## config.mk

```make
export PLATFORM = sky130hd
export DESIGN_NAME = seven_segment_scan_ctrl_flat
export DESIGN_NICKNAME = d
export VERILOG_FILES = /design/src/rtl/seven_segment_scan_ctrl_if.sv /design/src/rtl/seven_segment_scan_ctrl.sv /design/src/flat_wrapper.sv
export SDC_FILE = /design/constraint.sdc
export NUM_CORES = 1
export LEC_CHECK = 0
export CORE_MARGIN = 2
export CORE_UTILIZATION = 51
export CTS_BUF_LIST = sky130_fd_sc_hd__clkbuf_4
export DETAILED_ROUTE_END_ITERATION = 16
export GPL_TIMING_DRIVEN = 0
export PLACE_DENSITY = 0.7
export SLEW_MARGIN = 10
export SYNTH_ARGS = -nofsm -noshare
export SYNTH_HDL_FRONTEND = slang
export SYNTH_SLANG_ARGS = --single-unit
export TNS_END_PERCENT = 100
```

## constraint.sdc

```tcl
create_clock -name i_Clk -period 3.7 [get_ports i_Clk]
set_input_delay 0.37 -clock i_Clk [delete_from_list [all_inputs] [get_ports i_Clk]]
set_output_delay 0.37 -clock i_Clk [all_outputs]
set_load 0.005 [all_outputs]
```

## src/rtl/seven_segment_scan_ctrl_if.sv

```systemverilog
// Bundle of the value handshake, scan controls and decoder/digit drive
// signals shared between the scan controller and whoever feeds it.
//
// Handshake: a value transfers on any rising clock edge where i_Value_DV and
// o_Value_Ready are both 1. i_Value_DV seen while o_Value_Ready is 0 is
// dropped, not held; the source must re-present the value once ready returns.
interface seven_segment_scan_ctrl_if #(
  parameter int NUM_DIGITS = 4
);
  logic                    i_Enable;
  logic                    i_Lzb_En;
  logic [4*NUM_DIGITS-1:0] i_Value;
  logic                    i_Value_DV;
  logic                    o_Value_Ready;
  logic [3:0]              o_Binary_Num;
  logic [NUM_DIGITS-1:0]   o_Digit_En;
  logic                    o_Segment_Blank;
  logic                    o_Frame_Done;
  logic [1:0]              o_State;  // debug: 0 IDLE, 1 SETUP, 2 ON, 3 BLANK

  modport master (
    output i_Enable, i_Lzb_En, i_Value, i_Value_DV,
    input  o_Value_Ready, o_Binary_Num, o_Digit_En, o_Segment_Blank,
           o_Frame_Done, o_State
  );

  modport slave (
    input  i_Enable, i_Lzb_En, i_Value, i_Value_DV,
    output o_Value_Ready, o_Binary_Num, o_Digit_En, o_Segment_Blank,
           o_Frame_Done, o_State
  );
endinterface

```

## src/rtl/seven_segment_scan_ctrl.sv

```systemverilog
// Multiplexed seven-segment scan controller. One shared registered decoder
// is fed a nibble per digit; digit enables are delayed one SETUP cycle so
// they line up with the decoder output. A pending/shown value pair keeps the
// display tear-free: new values only become visible at a frame boundary.
module seven_segment_scan_ctrl #(
  parameter int NUM_DIGITS       = 4,
  parameter int DWELL_CYCLES     = 25000,
  parameter int BLANK_CYCLES     = 250,
  parameter int DIGIT_ACTIVE_LOW = 1
) (
  input logic                     i_Clk,
  input logic                     i_Rst,
  seven_segment_scan_ctrl_if.slave bus
);

  localparam int VW   = 4 * NUM_DIGITS;
  localparam int TMAX = (DWELL_CYCLES > BLANK_CYCLES) ? DWELL_CYCLES : BLANK_CYCLES;
  localparam int TW   = $clog2(TMAX + 1);
  localparam int IW   = $clog2(NUM_DIGITS);

  localparam logic [NUM_DIGITS-1:0] EN_OFF =
    (DIGIT_ACTIVE_LOW != 0) ? {NUM_DIGITS{1'b1}} : {NUM_DIGITS{1'b0}};
  localparam logic [IW-1:0] LAST_IDX = IW'(NUM_DIGITS - 1);

  typedef enum logic [1:0] {
    S_IDLE  = 2'd0,
    S_SETUP = 2'd1,
    S_ON    = 2'd2,
    S_BLANK = 2'd3
  } state_t;

  state_t          state_q, state_d;
  logic [IW-1:0]   idx_q, idx_d;
  logic [TW-1:0]   timer_q, timer_d;
  logic [VW-1:0]   shown_q, shown_d;
  logic [VW-1:0]   pend_q, pend_d;
  logic            pend_valid_q, pend_valid_d;
  logic [3:0]      bin_q, bin_d;
  logic [NUM_DIGITS-1:0] en_q, en_d;
  logic            blank_q, blank_d;
  logic            fd_q, fd_d;
  logic            commit;
  logic            advance;
  logic            lz_hide;

  // Nibble k of a packed display value.
  function automatic logic [3:0] nibble(input logic [VW-1:0] v, input logic [IW-1:0] k);
    logic [3:0] r;
    r = 4'd0;
    for (int j = 0; j < NUM_DIGITS; j++)
      if (IW'(j) == k) r = v[4*j +: 4];
    return r;
  endfunction

  // Digit k is hidden when it and every more significant digit are zero.
  // Digit 0 always shows so a zero value still displays "0".
  function automatic logic lz_blanked(input logic [VW-1:0] v, input logic [IW-1:0] k,
                                      input logic lzb);
    logic all_zero;
    all_zero = 1'b1;
    for (int j = 0; j < NUM_DIGITS; j++)
      if ((j >= int'(k)) && (v[4*j +: 4] != 4'd0)) all_zero = 1'b0;
    return lzb && (k != '0) && all_zero;
  endfunction

  // Polarity-corrected one-hot enable for digit k.
  function automatic logic [NUM_DIGITS-1:0] digit_on(input logic [IW-1:0] k);
    logic [NUM_DIGITS-1:0] m;
    m = '0;
    for (int j = 0; j < NUM_DIGITS; j++)
      if (IW'(j) == k) m[j] = 1'b1;
    return (DIGIT_ACTIVE_LOW != 0) ? ~m : m;
  endfunction

  // Next-state, handshake/commit and next registered outputs.
  always_comb begin
    state_d      = state_q;
    idx_d        = idx_q;
    timer_d      = timer_q;
    shown_d      = shown_q;
    pend_d       = pend_q;
    pend_valid_d = pend_valid_q;
    bin_d        = bin_q;
    en_d         = EN_OFF;
    blank_d      = 1'b1;
    fd_d         = 1'b0;
    commit       = 1'b0;
    advance      = 1'b0;
    lz_hide      = 1'b0;

    if (bus.i_Value_DV && !pend_valid_q) begin
      pend_d       = bus.i_Value;
      pend_valid_d = 1'b1;
    end

    if (!bus.i_Enable) begin
      state_d = S_IDLE;
      idx_d   = '0;
      timer_d = '0;
      commit  = pend_valid_q && (state_q == S_IDLE);
    end else begin
      case (state_q)
        S_IDLE: begin
          commit  = pend_valid_q;
          state_d = S_SETUP;
          idx_d   = '0;
        end
        S_SETUP: begin
          state_d = S_ON;
          timer_d = TW'(DWELL_CYCLES - 1);
        end
        S_ON: begin
          if (timer_q == '0) begin
            if (BLANK_CYCLES > 0) begin
              state_d = S_BLANK;
              timer_d = TW'(BLANK_CYCLES - 1);
            end else begin
              advance = 1'b1;
            end
          end else begin
            timer_d = timer_q - TW'(1);
          end
        end
        S_BLANK: begin
          if (timer_q == '0) advance = 1'b1;
          else               timer_d = timer_q - TW'(1);
        end
        default: state_d = S_IDLE;
      endcase

      if (advance) begin
        state_d = S_SETUP;
        if (idx_q == LAST_IDX) begin
          idx_d  = '0;
          fd_d   = 1'b1;
          commit = pend_valid_q;
        end else begin
          idx_d = idx_q + IW'(1);
        end
      end
    end

    if (commit) begin
      shown_d      = pend_q;
      pend_valid_d = 1'b0;
    end

    // Outputs describe the state being entered, so they are valid in that
    // state's own cycle.
    case (state_d)
      S_IDLE:  bin_d = 4'd0;
      S_SETUP: bin_d = nibble(shown_d, idx_d);
      S_ON: begin
        lz_hide = lz_blanked(shown_d, idx_d, bus.i_Lzb_En);
        en_d    = lz_hide ? EN_OFF : digit_on(idx_d);
        blank_d = lz_hide;
      end
      default: ;
    endcase
  end

  // State and output registers with synchronous reset.
  always_ff @(posedge i_Clk) begin
    if (i_Rst) begin
      state_q      <= S_IDLE;
      idx_q        <= '0;
      timer_q      <= '0;
      shown_q      <= '0;
      pend_q       <= '0;
      pend_valid_q <= 1'b0;
      bin_q        <= 4'd0;
      en_q         <= EN_OFF;
      blank_q      <= 1'b1;
      fd_q         <= 1'b0;
    end else begin
      state_q      <= state_d;
      idx_q        <= idx_d;
      timer_q      <= timer_d;
      shown_q      <= shown_d;
      pend_q       <= pend_d;
      pend_valid_q <= pend_valid_d;
      bin_q        <= bin_d;
      en_q         <= en_d;
      blank_q      <= blank_d;
      fd_q         <= fd_d;
    end
  end

  assign bus.o_Value_Ready   = ~pend_valid_q;
  assign bus.o_Binary_Num    = bin_q;
  assign bus.o_Digit_En      = en_q;
  assign bus.o_Segment_Blank = blank_q;
  assign bus.o_Frame_Done    = fd_q;
  assign bus.o_State         = state_q;

endmodule

```

## src/flat_wrapper.sv

```systemverilog
// flat-port wrapper written by rule: the top's interface ports become plain ports
module seven_segment_scan_ctrl_flat 
#(
  parameter int NUM_DIGITS       = 4,
  parameter int DWELL_CYCLES     = 25000,
  parameter int BLANK_CYCLES     = 250,
  parameter int DIGIT_ACTIVE_LOW = 1
)
  (i_Clk, i_Rst, bus_i_Enable, bus_i_Lzb_En, bus_i_Value, bus_i_Value_DV, bus_o_Value_Ready, bus_o_Binary_Num, bus_o_Digit_En, bus_o_Segment_Blank, bus_o_Frame_Done, bus_o_State);
  seven_segment_scan_ctrl_if #(.NUM_DIGITS(NUM_DIGITS)) bus_i ();
  input logic i_Clk;
  input logic i_Rst;
  input wire logic [$bits(bus_i.i_Enable)-1:0] bus_i_Enable;
  input wire logic [$bits(bus_i.i_Lzb_En)-1:0] bus_i_Lzb_En;
  input wire logic [$bits(bus_i.i_Value)-1:0] bus_i_Value;
  input wire logic [$bits(bus_i.i_Value_DV)-1:0] bus_i_Value_DV;
  output wire logic [$bits(bus_i.o_Value_Ready)-1:0] bus_o_Value_Ready;
  output wire logic [$bits(bus_i.o_Binary_Num)-1:0] bus_o_Binary_Num;
  output wire logic [$bits(bus_i.o_Digit_En)-1:0] bus_o_Digit_En;
  output wire logic [$bits(bus_i.o_Segment_Blank)-1:0] bus_o_Segment_Blank;
  output wire logic [$bits(bus_i.o_Frame_Done)-1:0] bus_o_Frame_Done;
  output wire logic [$bits(bus_i.o_State)-1:0] bus_o_State;
  assign bus_i.i_Enable = bus_i_Enable;
  assign bus_i.i_Lzb_En = bus_i_Lzb_En;
  assign bus_i.i_Value = bus_i_Value;
  assign bus_i.i_Value_DV = bus_i_Value_DV;
  assign bus_o_Value_Ready = bus_i.o_Value_Ready;
  assign bus_o_Binary_Num = bus_i.o_Binary_Num;
  assign bus_o_Digit_En = bus_i.o_Digit_En;
  assign bus_o_Segment_Blank = bus_i.o_Segment_Blank;
  assign bus_o_Frame_Done = bus_i.o_Frame_Done;
  assign bus_o_State = bus_i.o_State;
  seven_segment_scan_ctrl #(.NUM_DIGITS(NUM_DIGITS), .DWELL_CYCLES(DWELL_CYCLES), .BLANK_CYCLES(BLANK_CYCLES), .DIGIT_ACTIVE_LOW(DIGIT_ACTIVE_LOW)) u_core (.i_Clk(i_Clk), .i_Rst(i_Rst), .bus(bus_i));
endmodule
```

Word level (Yosys, flattened, before mapping)
Cells that the tools add are included.
- flip-flop bits (word level): 62
- latch bits: 0
- memory bits (writable): 0
- memory bits (read-only): 0
- input port bits: 21
- output and inout port bits: 13
- logic and storage cells: 93
- memories kept: 0
- add/subtract/negate cells: 2
- $mul: 0
- div/mod/pow operators: 0
- order comparisons: 3
- equality and inequality tests: 10
- shifts and indexed selects: 0
- muxes and demuxes: 38
- bitwise gates (word level): 5
- reductions and logical operators: 25
- operator list (operator ; count):
    15-bit case mux with 3 select lines ; 1
    15-bit 2-to-1 mux ; 2
    1-bit 2-to-1 mux ; 21
    16-bit 2-to-1 mux ; 1
    4-bit 2-to-1 mux ; 4
    4-bit nonzero test ; 4
    15-bit zero test ; 1
    15-bit by 1-bit subtractor with 15-bit output, second input constant ; 1
    2-bit 2-to-1 mux ; 7
    2-bit equality test, second input constant ; 4
    4-bit case mux with 2 select lines ; 1
    1-bit logical AND ; 7
    2-bit zero test ; 3
    2-bit case mux with 3 select lines ; 1
    2-bit OR reduction ; 3
    3-bit OR reduction ; 2
    2-bit by 1-bit equality test with 1-bit output, second input constant ; 2
    2-bit equality test, first input constant ; 2
    1-bit by 2-bit greater-or-equal comparator with 1-bit output, first input constant ; 2
    1-bit inverter ; 4
    4-bit inverter ; 1
    2-bit nonzero test ; 2
    3-bit nonzero test ; 1
    2-bit by 1-bit adder with 2-bit output, second input constant ; 1
    other kinds (5) ; 5

Logic depth before layout (Yosys ltp)
- word-level depth: 16
- depth in mapped cells: 10
- gate-level depth less buffers: 8

Least setup slack after synthesis
Ideal clock, no wire load.
- path type: reg-to-reg
- from: reg u_core.timer_q[0]
- to: reg u_core.bin_q[0] (netlist: u_core.bus.o_Binary_Num[0])
- arrival time: 2.360 ns
- path slack: 1.218 ns
- cell stages (with the launch flop): 9
- path buffers: 0
- cell sequence: dfxtp_1 > inv_1 > ha_1 > or4b_1 > nor4_4 > mux2i_1 > nor2_4 > mux2i_1 > a221o_1
- longest elaborated chain between the ends: 12
- elaborated cells on any way between the ends: 25
- classes of those cells: 4 x eq/ne; 17 x mux; 4 x reduce/logical
- RTL lines (item ; line ; text):
    start, declared ; seven_segment_scan_ctrl.sv:34 ; logic [TW-1:0] timer_q, timer_d;
    start signal, assigned ; seven_segment_scan_ctrl.sv:178 ; timer_q <= timer_d;
    15-bit zero test * ; seven_segment_scan_ctrl.sv:113, seven_segment_scan_ctrl.sv:125 ;
    1-bit 2-to-1 mux ; seven_segment_scan_ctrl.sv:125 ; if (timer_q == '0) advance = 1'b1;
    1-bit 2-to-1 mux ; - ;
    1-bit 2-to-1 mux ; seven_segment_scan_ctrl.sv:96 ; if (!bus.i_Enable) begin
    1-bit 2-to-1 mux or 2-bit 2-to-1 mux (tied branches) ; seven_segment_scan_ctrl.sv:131 ; if (advance) begin
    1-bit 2-to-1 mux or 2-bit 2-to-1 mux (tied branches) ; seven_segment_scan_ctrl.sv:96 ;
    16-bit 2-to-1 mux or 2-bit zero test (tied branches) ; seven_segment_scan_ctrl.sv:143, seven_segment_scan_ctrl.sv:51 ;
    4-bit 2-to-1 mux (4 in a row) ; seven_segment_scan_ctrl.sv:51 ; if (IW'(j) == k) r = v[4*j +: 4];
    4-bit case mux with 2 select lines ; seven_segment_scan_ctrl.sv:150 ; case (state_d)
    end signal, assigned ; seven_segment_scan_ctrl.sv:182 ; bin_q <= bin_d;
    end, declared ; seven_segment_scan_ctrl.sv:38 ; logic [3:0] bin_q, bin_d;
Every way passes the cells marked *; elsewhere a longest branch is shown, timed or not. The select of a mux whose other input is x is not followed.
A chain may end at the register's enable or synchronous reset.

Worst setup path in the final report
- from: reg u_core.timer_q[1]
- to: reg u_core.bin_q[2] (netlist: u_core.bus.o_Binary_Num[2])
Same word-level chain as after synthesis.

==> key figures <==
Run status
  • Outcome: completed

STA
  • Clk_skew: approximately 0.022 ns
  • Period utilisation layout: 0.834
  • Setup-failing EPs final: 0
  • Worst-Margin Slew: 0.868 ns
  • Min Tclk post-route: between 3 and 4 ns
  • Slew margin rel.: 0.418
  • RSZ-0062 raised after global routing: no
  • Final Hold Viols: 0
  • Worst Hold Slack: ~0.42 ns
  • Fmax: between 300 and 400 MHz
  • Setup total negative slack: 0 ns
  • Max-slew violations: 0

Placed design
  • DPL Wire Length: approximately 6000 µm
  • I/O Buffers: 32
  • Placed Area: between 3000 and 4000 µm²
  • Placer Congestion: between 0.8 and 0.9

Global routing
  • Initial antenna violation count: 0
  • Vias in the first global route: 2675
  • Grt ovf: 0
  • GRT Overall Usage: 0.266
  • Largest net degree at the start of global routing: 12
  • First-pass GRT wire length: roughly 13000 µm

CTS
  • Post-CTS Setup Bufs: 0
  • H-tree depth: 3
  • Reg clk slew, reported paths: approximately 0.12 ns
  • Hold buffers post-CTS: 0
  • Post-CTS sizing: 0
  • TritonCTS clock tree: built
  • Worst-Skew Late Latency: between 0.4 and 0.5 ns
  • CTS sink count: 62
  • CTS root buffer: clkbuf_4
  • Total CTS buffers: 9
  • Clock buffer depth: 2

Die
  • Starting density of the core: 0.523
  • Die Span X: 81.7 µm
  • Die height: around 80 µm
  • IO Count: 34
  • Die footprint: 6670 µm²
  • Core area: between 5000 and 6000 µm²
  • Row count: 28

Route
  • Starting DRT DRC Count: around 220
  • Total wire length: a little over 8000 µm
  • WL/cell: 16.2 µm
  • Remaining antenna violation count after routing: 0
  • Via density: between 6 and 7
  • Via count: approximately 3000
  • DRC Markers: 0
  • Pre-Repair DR Iteration Count: 6

Power
  • Max VDD drop: around 0.21 mV
  • Leak Pwr: between 1 and 1.5 nW
  • Cell Pwr Density: 433 nW/µm²
  • Final Power: between 0.0015 and 0.002 W

Yosys
  • Netlist Area Pre-Place: about 3100 µm²
  • Main combinational cell family by area after synthesis: simple AND/OR/NAND/NOR gates
  • Asr flop ratio synth: 0
  • Ranking of synthesized cells by area: dfxtp_1 (40%), nand2_1 (7.6%), a21oi_1 (6.8%)
  • Syn_nets: about 400
  • Synth Area in XOR/XNOR: 0.00570
  • Syn Inst Count: 380
  • Part of the Yosys area used for sequential elements: 0.404
  • Synth top area share: 0.404
  • Post-synthesis adder-cell area fraction: 0.00814
  • Mux cell area share after synthesis: 0.0578
  • Synthesis Warnings: 0
  • Post-synth cell types: 52
  • Synth Area in Compound Gates: 0.221
  • EDFF count, synth: 0
  • Main synth FF type: dfxtp_1
  • Largest area contributor in the netlist: dfxtp_1
  • Simple-gate share of the synthesized area: 0.269
  • Avg Cell Area, Syn: 8.09 µm²
  • Register bit count reported by yosys: 62

Finish
  • Share of cells above drive strength 1: 0.0771
  • Layout Utilization: 0.624
  • Final instance area: about 3700 µm²
  • Number of diodes: 0
  • # fillers: approximately 540
  • Commonest non-fill, non-tap cells in the layout: nand2_1 (62), dfxtp_1 (62), a21oi_1 (42), clkdlybuf4s50_1 (32), nor2_1 (27)
  • P&R area growth vs syn: 19.5%
  • Nets: around 450

Worst setup path
  • Worst path required time: 4.05 ns
  • Setup CP Type: reg -> reg
  • CP Launch Type: register
  • Worst Path Arrival: about 3.4 ns
  • Critical path capture point type: register
  • Crit path max fanout: 10

Worst hold path
  • Min-delay worst type: in -> reg

Job
  • Max Cap Viol: 0
stage by stage:
stage | setup WS, ns | cells
2_1_floorplan | 1.22 | 380
3_3_place_gp | 0.707 | 487
3_5_place_dp | 0.689 | 487
4_1_cts | 0.668 | 503
5_1_grt | 0.526 | 503
6_report | 0.613 | 503
cells by family after synthesis:
group,after synthesis
simple gates,163
xor+xnor,2
compound gates,106
buf+inv,28
mux,17
flops,62
fa+ha+maj,2
synth_stat cells, types with 2 or more instances:
cell,instances
a22oi_1,4
nor3b_1,3
a21oi_1,42
ha_1,2
a21boi_1,2
o211ai_1,11
nand4_1,7
o21ai_1,10
mux2_2,3
mux2_1,3
nor4_1,10
a32oi_1,6
nor3_1,10
inv_1,5
xor2_1,2
and4_1,4
and3_1,5
nand2_1,62
nor2_1,27
clkbuf_1,18
nor2b_1,4
buf_2,3
or4b_1,2
a311oi_1,2
nand2b_1,5
o21ai_0,6
a221o_1,2
o22ai_1,4
mux2i_1,11
dfxtp_1,62
a211oi_1,4
nand3_1,11
or3_1,2
buf_1,2
o21ba_2,4
or2_2,4
registers in the layout (all words and copies together) (netlist names):
| register | cells |
|---|---|
| u_core.pend_q | 16 |
| u_core.shown_q | 16 |
| u_core.timer_q | 15 |
| u_core.bus.o_Binary_Num | 4 |
| u_core.bus.o_Digit_En | 4 |
| u_core.bus.o_State | 2 |
| u_core.idx_q | 2 |
| u_core.bus.o_Frame_Done | 1 |
| u_core.bus.o_Segment_Blank | 1 |
| u_core.pend_valid_q | 1 |
critical path, stage by stage (launching register included):
cell and delay (ns):
dfxtp_1 0.36, inv_1 0.06, ha_1 0.27, or4b_1 0.54
nor4_4 0.37, buf_2 0.33, nand3_1 0.11, a211oi_1 0.61
o21ai_0 0.22, o211ai_1 0.12
final cells by class:
cell class,count,area [µm²],area share
Timing Repair Buffer,32,320,0.0872
Tap cell,75,93.8,0.0255
Multi-Input combinational cell,290,1730,0.470
Buffer,23,90.1,0.0245
Clock buffer,10,75.1,0.0204
Inverter,5,18.8,0.00511
Sequential cell,62,1240,0.338
Clock inverter,6,110,0.0300
power by group:
| group | switching (W) | internal, W |
|---|---|---|
| clock network | 0.000263 | 0.000348 |
| logic | 0.000163 | 0.000104 |
| registers | 0.0000228 | 0.000691 |
| total | 0.000449 | 0.00114 |
layer usage:
metal	GRT usage	share of wire
met4	0.0883	0.018
met1	0.398	0.47
met2	0.380	0.43
met3	0.0527	0.079
met5	0	0
worst paths after layout:
kind | startpoint | endpoint | cells past startpoint | slack, ns
hold / removal | i_Rst | u_core.pend_valid_q | 2 | 0.42
setup / recovery | u_core.timer_q[1] | u_core.bus.o_Binary_Num[2] | 9 | 0.61
hold reg to reg | u_core.pend_q[2] | u_core.pend_q[2] | 2 | 0.49
setup reg to reg | u_core.timer_q[1] | u_core.bus.o_Binary_Num[2] | 9 | 0.61
Power figures use the tool's default switching activity.
